**config.mk**
```make
export PLATFORM = sky130hd
export DESIGN_NAME = speaker_control
export DESIGN_NICKNAME = d
export VERILOG_FILES = /design/src/rtl/speaker_control.sv
export SDC_FILE = /design/constraint.sdc
export NUM_CORES = 1
export LEC_CHECK = 0
export BUFFER_PORTS_ARGS = -buffer_cell sky130_fd_sc_hd__buf_2
export CAP_MARGIN = 40
export CORE_MARGIN = 2
export CORE_UTILIZATION = 46
export DETAILED_ROUTE_END_ITERATION = 16
export GPL_TIMING_DRIVEN = 0
export PLACE_DENSITY = 0.67
export SYNTH_ARGS = -nofsm -noshare
export SYNTH_HDL_FRONTEND = slang
export SYNTH_SLANG_ARGS = --single-unit
```
**constraint.sdc**
```tcl
create_clock -name clk -period 2.65 [get_ports clk]
set_input_delay 0.53 -clock clk [delete_from_list [all_inputs] [get_ports clk]]
set_output_delay 0.53 -clock clk [all_outputs]
set_load 0.02 [all_outputs]
```
**src/rtl/speaker_control.sv**
```systemverilog
// Purpose : I2S stereo serialiser for the on-board DAC; makes MCLK/SCK/LRCK from clk.
// Latency : sample pair latched at frame wrap; MSB on audio_sdin 16 clk later.
// Backpr. : none; inputs are sampled once per frame, changes in between are ignored.
//
// Ports
//   clk          system clock (100 MHz)
//   rst          asynchronous active-high reset; clears counter, holds, sdin, tick
//   en           synchronous enable; low stops the frame and restarts it at slot 0
//   au_left      left sample, two's complement, sampled once per frame
//   au_right     right sample, two's complement, sampled on the same edge as left
//   audio_mclk   DAC master clock, clk / 2^MCLK_LOG2
//   audio_lrck   word select, 0 = left channel, 1 = right channel
//   audio_sck    serial bit clock, clk / 2^SCK_LOG2
//   audio_sdin   serial data, registered, changes on sck falling edge only
//   sample_tick  one-clk pulse in the cycle after a new sample pair was latched
//
// Legal parameters: 2^(FRAME_LOG2-1-SCK_LOG2) >= 17 slots per channel and
// SCK_LOG2 > MCLK_LOG2 >= 1.

module speaker_control #(
  parameter int MCLK_LOG2  = 2,
  parameter int SCK_LOG2   = 4,
  parameter int FRAME_LOG2 = 10
) (
  input  logic        clk,
  input  logic        rst,
  input  logic        en,
  input  logic [15:0] au_left,
  input  logic [15:0] au_right,
  output logic        audio_mclk,
  output logic        audio_lrck,
  output logic        audio_sck,
  output logic        audio_sdin,
  output logic        sample_tick
);

  // Slot index within one channel, and slot+channel position within a frame.
  localparam int SLOT_W = FRAME_LOG2 - 1 - SCK_LOG2;
  localparam int POS_W  = FRAME_LOG2 - SCK_LOG2;

  localparam logic [FRAME_LOG2-1:0] CNT_ONE  = 1;
  localparam logic [POS_W-1:0]      POS_ONE  = 1;
  localparam logic [SLOT_W-1:0]     SLOT_MSB = 16;  // slot carrying bit 0 (LSB)

  logic [FRAME_LOG2-1:0] cnt;
  logic [15:0]           hold_l;
  logic [15:0]           hold_r;

  logic                  frame_end;
  logic                  sck_fall;
  logic [POS_W-1:0]      next_pos;
  logic                  next_ch;
  logic [SLOT_W-1:0]     next_slot;
  logic [15:0]           next_word;
  logic                  next_bit;

  // All DAC clocks are plain counter taps, so they stay phase-locked to the
  // data and to each other without any extra state.
  assign audio_mclk = cnt[MCLK_LOG2-1];
  assign audio_sck  = cnt[SCK_LOG2-1];
  assign audio_lrck = cnt[FRAME_LOG2-1];

  assign frame_end = &cnt;
  // Last clk of an SCK period: the edge that ends it is the sck falling edge.
  assign sck_fall  = &cnt[SCK_LOG2-1:0];

  // sdin is loaded one slot ahead, so decode the slot that is about to begin.
  // At frame wrap this rolls to left slot 0, which is always the I2S delay zero.
  assign next_pos  = cnt[FRAME_LOG2-1:SCK_LOG2] + POS_ONE;
  assign next_ch   = next_pos[POS_W-1];
  assign next_slot = next_pos[SLOT_W-1:0];
  assign next_word = next_ch ? hold_r : hold_l;

  // Slot 1 carries the MSB, slot 16 the LSB; slot 0 and slots past 16 are zero.
  always_comb begin
    next_bit = 1'b0;
    if (next_slot != '0 && next_slot <= SLOT_MSB) begin
      next_bit = next_word[4'(SLOT_MSB - next_slot)];
    end
  end

  // Frame counter: free-running while enabled, parked at 0 otherwise so a
  // re-enable always starts on the left channel, slot 0.
  always_ff @(posedge clk or posedge rst) begin
    if (rst) begin
      cnt <= '0;
    end else if (!en) begin
      cnt <= '0;
    end else begin
      cnt <= cnt + CNT_ONE;
    end
  end

  // Both channels are captured on the same edge so a stereo pair can never be
  // split across frames. The wrap edge also loads the slot-0 zero into sdin,
  // so the new pair is first used at left slot 1.
  always_ff @(posedge clk or posedge rst) begin
    if (rst) begin
      hold_l <= '0;
      hold_r <= '0;
    end else if (en && frame_end) begin
      hold_l <= au_left;
      hold_r <= au_right;
    end
  end

  always_ff @(posedge clk or posedge rst) begin
    if (rst) begin
      sample_tick <= 1'b0;
    end else begin
      sample_tick <= en && frame_end;
    end
  end

  // sdin only moves on sck falling edges, keeping it stable around every
  // rising edge where the DAC samples it.
  always_ff @(posedge clk or posedge rst) begin
    if (rst) begin
      audio_sdin <= 1'b0;
    end else if (!en) begin
      audio_sdin <= 1'b0;
    end else if (sck_fall) begin
      audio_sdin <= next_bit;
    end
  end

endmodule

```
# Word-level counts from Yosys, hierarchy flattened
# Cells that the tools add are included.
dict set report word_totals {
  mem_count 0
  out_inout_bits 5
  regBits 44
  latchBits 0
  ramBits 0
  mem_bits_ro 0
  inputBits 35
}
dict set report classes {
  add_sub_neg 3
  bitwise_logic 0
  shift 0
  n_reduce_logical 5
  n_mux 7
  mul 0
  n_eq_ne 1
  n_lt_le_gt_ge 2
  div 0
}
# operator count
set ops {}
lappend ops {{$mux W16} 1}
lappend ops {{$add A10 B1 Y10 const B} 1}
lappend ops {{$mux W10} 1}
lappend ops {{$reduce_and A10 Y1} 1}
lappend ops {{$add A6 B1 Y6 const B} 1}
lappend ops {{$le A5 B5 Y1 const B} 1}
lappend ops {{$lt A4 B5 Y1 const B} 1}
lappend ops {{$reduce_bool A5 Y1} 1}
lappend ops {{$bmux W1 S4} 1}
lappend ops {{$mux W1} 4}
lappend ops {{$reduce_and A4 Y1} 1}
lappend ops {{$sub A1 B4 Y4 const A} 1}
lappend ops {{$logic_and A1 B1 Y1} 2}
lappend ops {{$ne A2 B1 Y1 const B} 1}

# Logic depth before layout (Yosys ltp)
# Gate-level depths: netlist (run 1).
dict set report depth {
  depth_word 7
  mapped_depth 9
}

# Worst setup path after synthesis (run 1)
# Ideal clock, no wire load.
dict set report synth_path {
  kind {register to register}
  startpoint {register cnt[5]}
  endpoint {register hold_l[13]}
  setup_slack_ns 0.568
  arrival_time_ns 1.957
  t_required_ns 2.525
  path_stages_with_launch 9
  cell_sequence {dfrtp_1 > ha_1 > buf_6 > nand4_1 > nor2_1 > and4_2 > buf_2 > buf_2 > mux2_2}
}
dict set report synth_between {
  elab_chain_cells 2
}
# item line_no
set synth_rtl {}
lappend synth_rtl {{start, declared} 45} ;# logic [FRAME_LOG2-1:0] cnt;
lappend synth_rtl {{start signal, assigned} 90} ;# cnt <= cnt + CNT_ONE;
lappend synth_rtl {{$reduce_and A10 Y1} 63} ;# assign frame_end = &cnt;
lappend synth_rtl {{$logic_and A1 B1 Y1} 101} ;# end else if (en && frame_end) begin
lappend synth_rtl {{end signal, assigned} 102} ;# hold_l <= au_left;
lappend synth_rtl {{end, declared} 46} ;# logic [15:0] hold_l;
# No other way between the ends.
# A chain may end at the register's enable or synchronous reset.

# Worst setup path in the final report (run 1)
dict set report layout_path {
  startpoint {register cnt[5]}
  endpoint {register hold_r[3]}
}
dict set report layout_between {
  elab_chain_cells 2
}
# item line_no
set layout_rtl {}
lappend layout_rtl {{$reduce_and A10 Y1} 63}
lappend layout_rtl {{$logic_and A1 B1 Y1} 101}
lappend layout_rtl {{end signal, assigned} 103} ;# hold_r <= au_right;
lappend layout_rtl {{end, declared} 47} ;# logic [15:0] hold_r;
# No other way between the ends.

==> reports/results.ini, run 1 <==
[setup_path]
cp-start-kind=register
critPathCaptureType=register
path_class=reg -> reg
worstPathMaxFanout=10
r2r_end=hold_r[3]
critPathArrivalTime_ns=2.56
critPathRequiredTime_ns=2.83
r2r_slack_ns=0.27
r2r-start=cnt[5]
ff2ff_path_depth=8

[global_routing]
grt_usage=0.186
grt_pass1_vias=1635
grt_overflow=0
grt_first_pass_wirelength_microns=7870
grt_max_degree=34
grt_antenna_before_repair=0

[min_path]
min_path_type=in -> async

[floorplan]
die-area_sq_um=5720
pin_count=40
rows=26
fp.dieH_microns=75.7
fp.coreArea_sq_um=5040
initial_core_util=0.468
die_x_microns=75.7

[yosys]
syn_inst=206
synth_compound_area_frac=0.122
synth-simple-area-share=0.126
ys_warn_count=0
synth_cell_type_count=53
synth.net_count=244
avgSynthCellArea_sq_um=11.5
synthFlopType=dfrtp_1
synth_fa_ha_area_frac=0.0159
synth_top_family_by_area=multiplexers
synthMuxAreaShare=0.174
synth_xor_area_frac=0.0477
synth-seq-cells=44
yosysSeqAreaShare=0.466
synthArstFlopShare=1.00
synth_edf_count=0
syn_area_sq_um=2360

[place]
place.gp.congestion=0.858
hpwl_microns=3590
portBuffers=39

[timing]
finalMaxSlewViolations=0
setup_violations=0
relSlewSlack=0.723
tightest_slew_ns=0.405
fin_tns_setup_ns=0
finalHoldViolations=0
max_freq_mhz=421
period_minus_slack_ns=2.38
fin_skew_ns=0.00740
fin_crit_sh=0.897
rsz0062_at_grt=false

[drt]
wl_met2_microns=2200
top_layer_used=met4
wl_met3_microns=248
drc=0
vias=1756
routed_via_density=5.42
wire_per_inst_microns=15.0
final_antenna_net_count=0
wirelength_microns=4870
wl_met1_microns=2300
initialDrtViolationCount=77
first_pass_iters=4

[finish]
seq_area_sq_um=1100
multiInputGateArea_sq_um=1150
drive_gt1_frac=0.409
num_antenna_cells=0
utilization=0.548
final_common_cell=dfrtp_1
fillers=461
nNetsFinal=291
syn_to_final_growth_pct=16.9
final_cell_mix=dfrtp_1, buf_2, mux2_2, nor2_1, nand2_1

[clock_network]
clkSinkCount=44
post_cts_buffers=0
cts_buffer_depth=2
root_buffer=clkbuf_8
cts_made_buffers=5
cts_tree=yes
insertion_delay_ns=0.29
htreeDepth=2
cts.clk_slew.worst_paths_ns=0.08

[power_and_ir_drop]
sequentialPowerShare=0.586
leakagePower_nw=1.31
p_per_area_nw_per_um2=419
ir_worst_vdd_v=0.000357
cellInternalPower_mw=0.913
switching_power_mw=0.244
switching_share=0.211
p_clk_frac=0.368
combPwrFrac=0.047

[status]
outcome=completed

[job]
max_cap_violations=0

==> power by group through the flow <==
stage | Sequential, mW | Combinational (mW) | Clock (mW)
2_1_floorplan | 0.693 | 0.0174 | 0
5_1_grt | 0.678 | 0.0616 | 0.465
3_3_place_gp | 0.691 | 0.0506 | 0
6_report | 0.678 | 0.0539 | 0.425
4_1_cts | 0.677 | 0.0553 | 0.437
3_5_place_dp | 0.691 | 0.0555 | 0
==> cell usage after synthesis, types with 2 or more instances <==
cell,n,area [sq um]
or4_1,2,15.0
mux2i_1,5,50.1
a211oi_1,5,37.5
buf_2,3,15.0
inv_1,5,18.8
nor2_1,17,63.8
nor4_1,2,12.5
dfrtp_1,44,1100
buf_4,4,30.0
ha_1,3,37.5
or3_1,2,12.5
buf_6,3,33.8
nand3_1,6,30.0
o21ai_0,5,25.0
nand2_1,13,48.8
xnor2_1,6,52.6
mux2_2,32,360
a21oi_1,3,15.0
a21o_1,2,15.0
o211ai_1,2,15.0
o31ai_1,3,22.5
nor3_1,4,20.0
xor2_1,5,43.8
==> through the flow <==
| stage | setup slack (ns) | cells | hold WS (ns) | power [mW] | instance area, sq um |
|---|---|---|---|---|---|
| final | 0.273 | 324 | 0.162 | 1.16 | 2760 |
| after global routing | 0.0714 | 324 | 0.172 | 1.20 | 2760 |
| after CTS | 0.120 | 324 | 0.167 | 1.17 | 2760 |
| after detailed placement | 0.168 | 316 | 0.443 | 0.746 | 2670 |
| after global placement | 0.224 | 315 | 0.434 | 0.742 | 2650 |
| after floorplan | 0.568 | 206 | 0.422 | 0.710 | 2360 |
==> critical path, stage by stage (launching register included) <==
cell and delay [ns]:
dfrtp_1 0.48, ha_1 0.22, buf_6 0.13, nand4_1 0.16, nor2_1 0.19, and4_2 0.23
buf_2 0.19, buf_2 0.30, mux2_2 0.37
==> worst max-delay path by stage <==
stage,endpoint,slack (ns),start
after global placement,audio_sdin,0.22,cnt[5]
after CTS,audio_sdin,0.12,cnt[5]
after global routing,hold_r[3],0.07,cnt[5]
after detailed placement,audio_sdin,0.17,cnt[5]
final,hold_r[3],0.27,cnt[5]
after floorplan,hold_l[13],0.57,cnt[5]
==> cells by family (layout without fill, tap and decap cells) <==
kind of cell,after synthesis,after routing
simple gates,56,56
flops,44,44
compound gates,37,37
mux,37,37
buf+inv,17,65
xor+xnor,12,12
fa+ha+maj,3,3
==> area by class of cell <==
class | count | area share
plain buffers | 11 | 0.0335
clock buffers | 8 | 0.0326
repair buffers | 40 | 0.0779
flip-flops and latches | 44 | 0.399
multi-input cells | 145 | 0.418
well taps | 70 | 0.0317
inverters | 6 | 0.00815
==> state kept, by name, summed over array words and instances (netlist names) <==
name and flops:
sample_tick 1, hold_r 16, cnt 10, audio_sdin 1
hold_l 16
==> what timing repair did <==
item / in CTS / in global routing
endpoints found under the setup margin: 0 / 1
hold buffers: 0 / 0
resized for setup: 0 / 1
==> layer usage <==
metal / vias to the layer above / global-route usage
met2: 48 / 0.277
met3: 13 / 0.0463
met5: - / 0
li1: 841 / -
met1: 854 / 0.264
met4: 0 / 0.0663
Note: power is estimated with default switching activity, not from simulation.
==> run 2, diff against run 1 <==
--- a/config.mk
+++ b/config.mk
@@ -5,13 +5,14 @@
 export SDC_FILE = /design/constraint.sdc
 export NUM_CORES = 1
 export LEC_CHECK = 0
+export ABC_AREA = 1
 export BUFFER_PORTS_ARGS = -buffer_cell sky130_fd_sc_hd__buf_2
 export CAP_MARGIN = 40
 export CORE_MARGIN = 2
 export CORE_UTILIZATION = 46
 export DETAILED_ROUTE_END_ITERATION = 16
 export GPL_TIMING_DRIVEN = 0
-export PLACE_DENSITY = 0.67
+export PLACE_DENSITY = 0.68
 export SYNTH_ARGS = -nofsm -noshare
 export SYNTH_HDL_FRONTEND = slang
 export SYNTH_SLANG_ARGS = --single-unit
==> run 2 against run 1 <==
Net effect: register-to-register slack better by 0.37 ns; cell count increased by 27%; sequential share of layout area rose by 1.2 points; die area fell by 2.2%; routed wire length is 1.2% lower; global-route usage up 0.67 points; design area fell by 3.0%; combinational power increased by 63%; sequential cell count stayed put; hold slack worse by 0.034 ns; power rose by 4.1%; non-clock buffer count unchanged; highest routed layer unchanged.
==> reports/results.ini, run 2 <==
[status]
outcome=completed

[yosys]
syn_inst=299
synthMuxAreaShare=0
synthArstFlopShare=1.00
syn_area_sq_um=2310
ys_top_cells_by_count=nand2_1, dfrtp_1, inv_1, nand3_1, nor2_1
yosysSeqAreaShare=0.477
synth-simple-area-share=0.350
avgSynthCellArea_sq_um=7.72
synth_fa_ha_area_frac=0.0163
synth_compound_area_frac=0.0629
netlist.area_leader.share=0.477
ys_warn_count=0
yosysMostFrequentCell=nand2_1
synth.net_count=337
synth-seq-cells=44
synthFlopType=dfrtp_1
synth_cell_type_count=24
synth_area_leaders=dfrtp_1, nand2_1, nand3_1, inv_1, nand3_2
synth_top_family_by_area=simple AND/OR/NAND/NOR gates
synth_edf_count=0
synth_xor_area_frac=0.0152
synth_top_area_cell=dfrtp_1

[clock_network]
clkSinkCount=44
cts.clk_slew.worst_paths_ns=0.08
root_buffer=clkbuf_8
htreeDepth=2
post_cts_buffers=0
cts_made_buffers=5
cts_tree=yes
ctsHoldBuffers=0
postCtsResizedCells=0
insertion_delay_ns=0.29
cts_buffer_depth=2

[setup_path]
max_stage_delay_ns=0.39
startpoint=cnt[1]
critPathCaptureType=register
critPathRequiredTime_ns=2.84
worstPathCellList=ha_1 -> nand2_1 -> nor2_4 -> inv_2 -> nor2_1 -> nand2_1 -> nor3_4 -> inv_2 -> buf_6 -> nand2_1 -> nand2_1
cp-start-kind=register
r2r-start=cnt[1]
worstPathMaxFanout=10
cpMostUsedCell=nand2_1
cp_slowest_cell=nor3_4
path_class=reg -> reg
critPathArrivalTime_ns=2.19

[finish]
drive_gt1_frac=0.212
final_cell_mix=nand2_1, dfrtp_1, buf_2, nand3_1, inv_1
num_antenna_cells=0
utilization=0.560
final_common_cell=nand2_1
nNetsFinal=383
syn_to_final_growth_pct=16.1
top_regs=hold_l x16, hold_r x16, cnt x10

[timing]
fin_crit_sh=0.757
finalHoldViolations=0
hold-worst-slack_ns=0.129
finalMaxSlewViolations=0
tightest_slew_ns=0.481
period_minus_slack_ns=2.01
fin_tns_setup_ns=0
finalWorstSetupSlack_ns=0.643
rsz0062_at_grt=false
setup_violations=0
relSlewSlack=0.679
fin_skew_ns=0.00616
max_freq_mhz=498

[drt]
initialDrtViolationCount=73
wirelength_microns=4810
final_antenna_net_count=0
drc=0
wire_per_inst_microns=11.7
vias=1923
routed_via_density=4.67
first_pass_iters=4

[min_path]
min_path_type=in -> async

[floorplan]
rows=25
die_x_microns=74.8
initial_core_util=0.482
die-area_sq_um=5600
pin_count=40
fp.dieH_microns=74.8
fp.coreArea_sq_um=4790

[power_and_ir_drop]
leakagePower_nw=1.48
ir_worst_vdd_v=0.000242
sequentialPowerShare=0.596
p_clk_frac=0.331
combPwrFrac=0.073
switching_power_mw=0.285
switching_share=0.237
cellInternalPower_mw=0.919
p_per_area_nw_per_um2=449

[global_routing]
grt_antenna_before_repair=0
grt_pass1_vias=1818
grt_usage=0.193
grt_max_degree=38
grt_overflow=0
grt_first_pass_wirelength_microns=8190

[place]
hpwl_microns=3590
pre_cts_ws_ns=0.635
portBuffers=38
place.gp.congestion=0.868

[job]
max_cap_violations=0

==> run 2: final cells by class <==
class	instances	area (sq um)
inverter	22	82.6
timing repair buffer	39	210
clock inverter	1	5.00
tap	67	83.8
multi-input combinational	221	1020
buffer	12	98.8
fill	482	2110
sequential	44	1100
clock buffer	6	72.6
==> run 2: worst paths after layout <==
check / end / slack [ns] / cells after the start
worst max-delay path: hold_r[0] / 0.64 / 11
worst min-delay path: sample_tick / 0.13 / 2
worst max register to register: hold_r[0] / 0.64 / 11
worst min register to register: cnt[0] / 0.46 / 1
max in group asynchronous: hold_r[15] / 2.08 / 3
min in group clk: hold_l[2] / 0.43 / 3
==> run 2: cells by family after synthesis <==
family                   after synthesis
AND/OR/NAND/NOR                      189
buffers and inverters                 34
XOR/XNOR                               4
flip-flops                            44
AO/OA/AOI/OAI                         25
adder cells (fa/ha/maj)                3
==> run 2: critical path, delay by kind of cell, from the launching register on <==
family,cells,cell delay [ns]
adders and majority gates,1,0.19
and+or+nand+nor,7,1.01
DFF,1,0.38
buffers and inverters,3,0.32
==> run 2: per-layer routing <==
layer,wire length [microns],GRT usage,vias up
li1,-,-,1019
met1,2220,0.252,867
met2,2340,0.322,33
met3,193,0.0402,4
met4,53,0.0575,0
met5,0,0,-
==> run 2: power groups by stage <==
stage / Sequential, mW / Combinational (mW) / Clock (mW)
global placement: 0.730 / 0.0844 / 0
CTS: 0.718 / 0.0903 / 0.409
global route: 0.721 / 0.103 / 0.438
floorplan: 0.727 / 0.0477 / 0
finish: 0.717 / 0.0877 / 0.399
detailed placement: 0.731 / 0.0901 / 0
==> run 2: through the flow <==
step,instances,power [mW],instance area [sq um]
2_1_floorplan,299,0.775,2310
3_3_place_gp,404,0.814,2580
3_5_place_dp,405,0.821,2600
4_1_cts,412,1.22,2680
5_1_grt,412,1.26,2680
6_report,412,1.20,2680
==> run 3, diff against run 2 <==
--- a/config.mk
+++ b/config.mk
@@ -5,14 +5,14 @@
 export SDC_FILE = /design/constraint.sdc
 export NUM_CORES = 1
 export LEC_CHECK = 0
-export ABC_AREA = 1
+export ABC_AREA = 0
 export BUFFER_PORTS_ARGS = -buffer_cell sky130_fd_sc_hd__buf_2
 export CAP_MARGIN = 40
 export CORE_MARGIN = 2
 export CORE_UTILIZATION = 46
 export DETAILED_ROUTE_END_ITERATION = 16
 export GPL_TIMING_DRIVEN = 0
-export PLACE_DENSITY = 0.68
+export PLACE_DENSITY = 0.67
 export SYNTH_ARGS = -nofsm -noshare
 export SYNTH_HDL_FRONTEND = slang
 export SYNTH_SLANG_ARGS = --single-unit
==> constraint.sdc (replaced) <==
create_clock -name clk -period 1.98 [get_ports clk]
set_input_delay 0.396 -clock clk [delete_from_list [all_inputs] [get_ports clk]]
set_output_delay 0.396 -clock clk [all_outputs]
set_load 0.02 [all_outputs]
==> run 3 against run 2 <==
Net effect: the run now ends with negative setup slack left; largest cell class is now multi-input combinational cells; combinational power shrank 18%; clock-buffer cell count is the same; non-clock buffer count grew 10; register-to-register slack lost 0.67 ns; largest power group unchanged; cell count shrank 19%; critical path type unchanged; design area grew 14%; worst setup slack lost 0.67 ns; hold slack lost 0.044 ns; sequential power grew 26%; die area grew 2.3%; via count shrank 4.2%.
==> reports/results.ini, run 3 (synthesis results as in run 1) <==
[global_routing]
grt_usage=0.198
grt_overflow=0
grt_max_degree=27
grt_pass1_vias=1749
grt_first_pass_wirelength_microns=8450
grt_antenna_before_repair=0

[floorplan]
die-area_sq_um=5720
initial_core_util=0.468
die_x_microns=75.7
fp.coreArea_sq_um=5040
pin_count=40
fp.dieH_microns=75.7
rows=26

[drt]
wirelength_microns=5330
vias=1843
final_antenna_net_count=0
drc=0
wire_per_inst_microns=16.0
first_pass_iters=4
initialDrtViolationCount=139
routed_via_density=5.52

[status]
violations=negative setup slack
outcome=finished with violations

[setup_path]
worstPathCellList=ha_4 -> or2b_4 -> o22ai_2 -> or3_1 -> a211oi_2 -> o31ai_2 -> a221oi_2
startpoint=cnt[5]
ff2ff_path_depth=7
crit_family=compound AO/OA/AOI/OAI gates
path_class=reg -> reg
max_stage_delay_ns=0.45
path_buf_inv=0
r2r-start=cnt[5]
critPathRequiredTime_ns=2.19
cp_slowest_cell=dfrtp_2
worstPathMaxFanout=5
r2r_end=audio_sdin
critPathArrivalTime_ns=2.22
r2r_slack_ns=-0.03
critPathCaptureType=register
cp-start-kind=register

[timing]
period_minus_slack_ns=2.01
max_freq_mhz=498
tightest_slew_ns=0.441
fin_crit_sh=1.01
fin_skew_ns=0.00646
finalMaxSlewViolations=0
setup_violations=1
finalHoldViolations=0
relSlewSlack=0.706
rsz0062_at_grt=true
finalWorstSetupSlack_ns=-0.0263

[finish]
finalNonFillerCells=334
top_regs=hold_l x16, hold_r x16, cnt x10
drive_gt1_frac=0.504
utilization=0.607
final_cell_mix=dfrtp_1, buf_2, mux2_2, nor2_1
syn_to_final_growth_pct=29.7
num_antenna_cells=0
final_common_cell=dfrtp_1
nNetsFinal=301

[clock_network]
insertion_delay_ns=0.30
clkSinkCount=44
cts_tree=yes
cts.clk_slew.worst_paths_ns=0.08
cts_made_buffers=5
root_buffer=clkbuf_8
htreeDepth=2
ctsHoldBuffers=0
cts_buffer_depth=2

[place]
hpwl_microns=3720
dp.cells=316
place.gp.congestion=0.929
pre_cts_ws_ns=-0.245
portBuffers=39

[power_and_ir_drop]
ir_worst_vdd_v=0.000483
leakagePower_nw=1.40
p_per_area_nw_per_um2=541

[min_path]
min_path_type=in -> async

[job]
max_cap_violations=0

## run 3: changes by cell type in the layout (fill, tap and decap cells not counted), moves of 5 or more
cell	previous run	this run
mux2_2	0	32
inv_1	18	4
a21oi_1	10	2
o21ai_0	10	4
mux2i_1	0	5
buf_4	4	11
nand3_2	6	1
nand3_1	19	5
nand2_1	141	11
xnor2_1	0	5
## run 3: what timing repair did
item                                   CTS  global route
pin swaps                               13            11
endpoints found under the hold margin    0             0
gates cloned                             0             1
resized for setup                       19            20
setup buffers                            5             5
setup endpoints to repair               32            28
## run 3: metrics by stage
step	TNS [ns]	total power, mW	area [sq um]	hold WS, ns
2_1_floorplan	-0.0156	0.951	2390	0.422
3_3_place_gp	-5.97	0.992	2670	0.434
3_5_place_dp	-5.50	0.999	2690	0.423
4_1_cts	-0.0126	1.67	2920	0.0965
5_1_grt	-0.402	1.72	3060	0.105
6_report	-0.0263	1.66	3060	0.0844
## run 3: layer usage
layer,routed length (microns),share of wire,global-route usage,vias to the layer above
met4,97,0.018,0.0897,0
met1,2400,0.45,0.272,917
met3,337,0.063,0.0450,11
li1,-,-,-,855
met2,2500,0.47,0.302,60
met5,0,0,0,-
## run 3: cell type report
cell class                      count  area [sq um]
Clock buffer                        6          72.6
Timing Repair Buffer               51           315
Buffer                             10           145
Multi-Input combinational cell    145          1280
Tap cell                           70          87.6
Sequential cell                    44          1100
Inverter                            6          22.5
Fill cell                         409          1980
Clock inverter                      2          35.0
## run 3: worst reg2reg max path, cell delays in order, from the launching register on
cell      delay [ns]
dfrtp_2         0.45
ha_4            0.33
or2b_4          0.16
o22ai_2         0.07
or3_1           0.32
a211oi_2        0.25
o31ai_2         0.09
a221oi_2        0.23
## run 3: worst max path at each step
| stage | to | slack, ns | cells after the start |
|---|---|---|---|
| 2_1_floorplan | audio_sdin | -0.02 | 7 |
| 3_3_place_gp | audio_sdin | -0.25 | 8 |
| 3_5_place_dp | audio_sdin | -0.25 | 8 |
| 4_1_cts | audio_sdin | -0.01 | 8 |
| 5_1_grt | audio_sdin | -0.1 | 7 |
| 6_report | audio_sdin | -0.03 | 7 |
## run 3: where the power goes
group | total (mW) | internal [mW] | switching [mW]
registers | 0.907 | 0.903 | 0.00486
logic | 0.0722 | 0.0347 | 0.0375
clock network | 0.679 | 0.374 | 0.304
total | 1.66 | 1.31 | 0.346
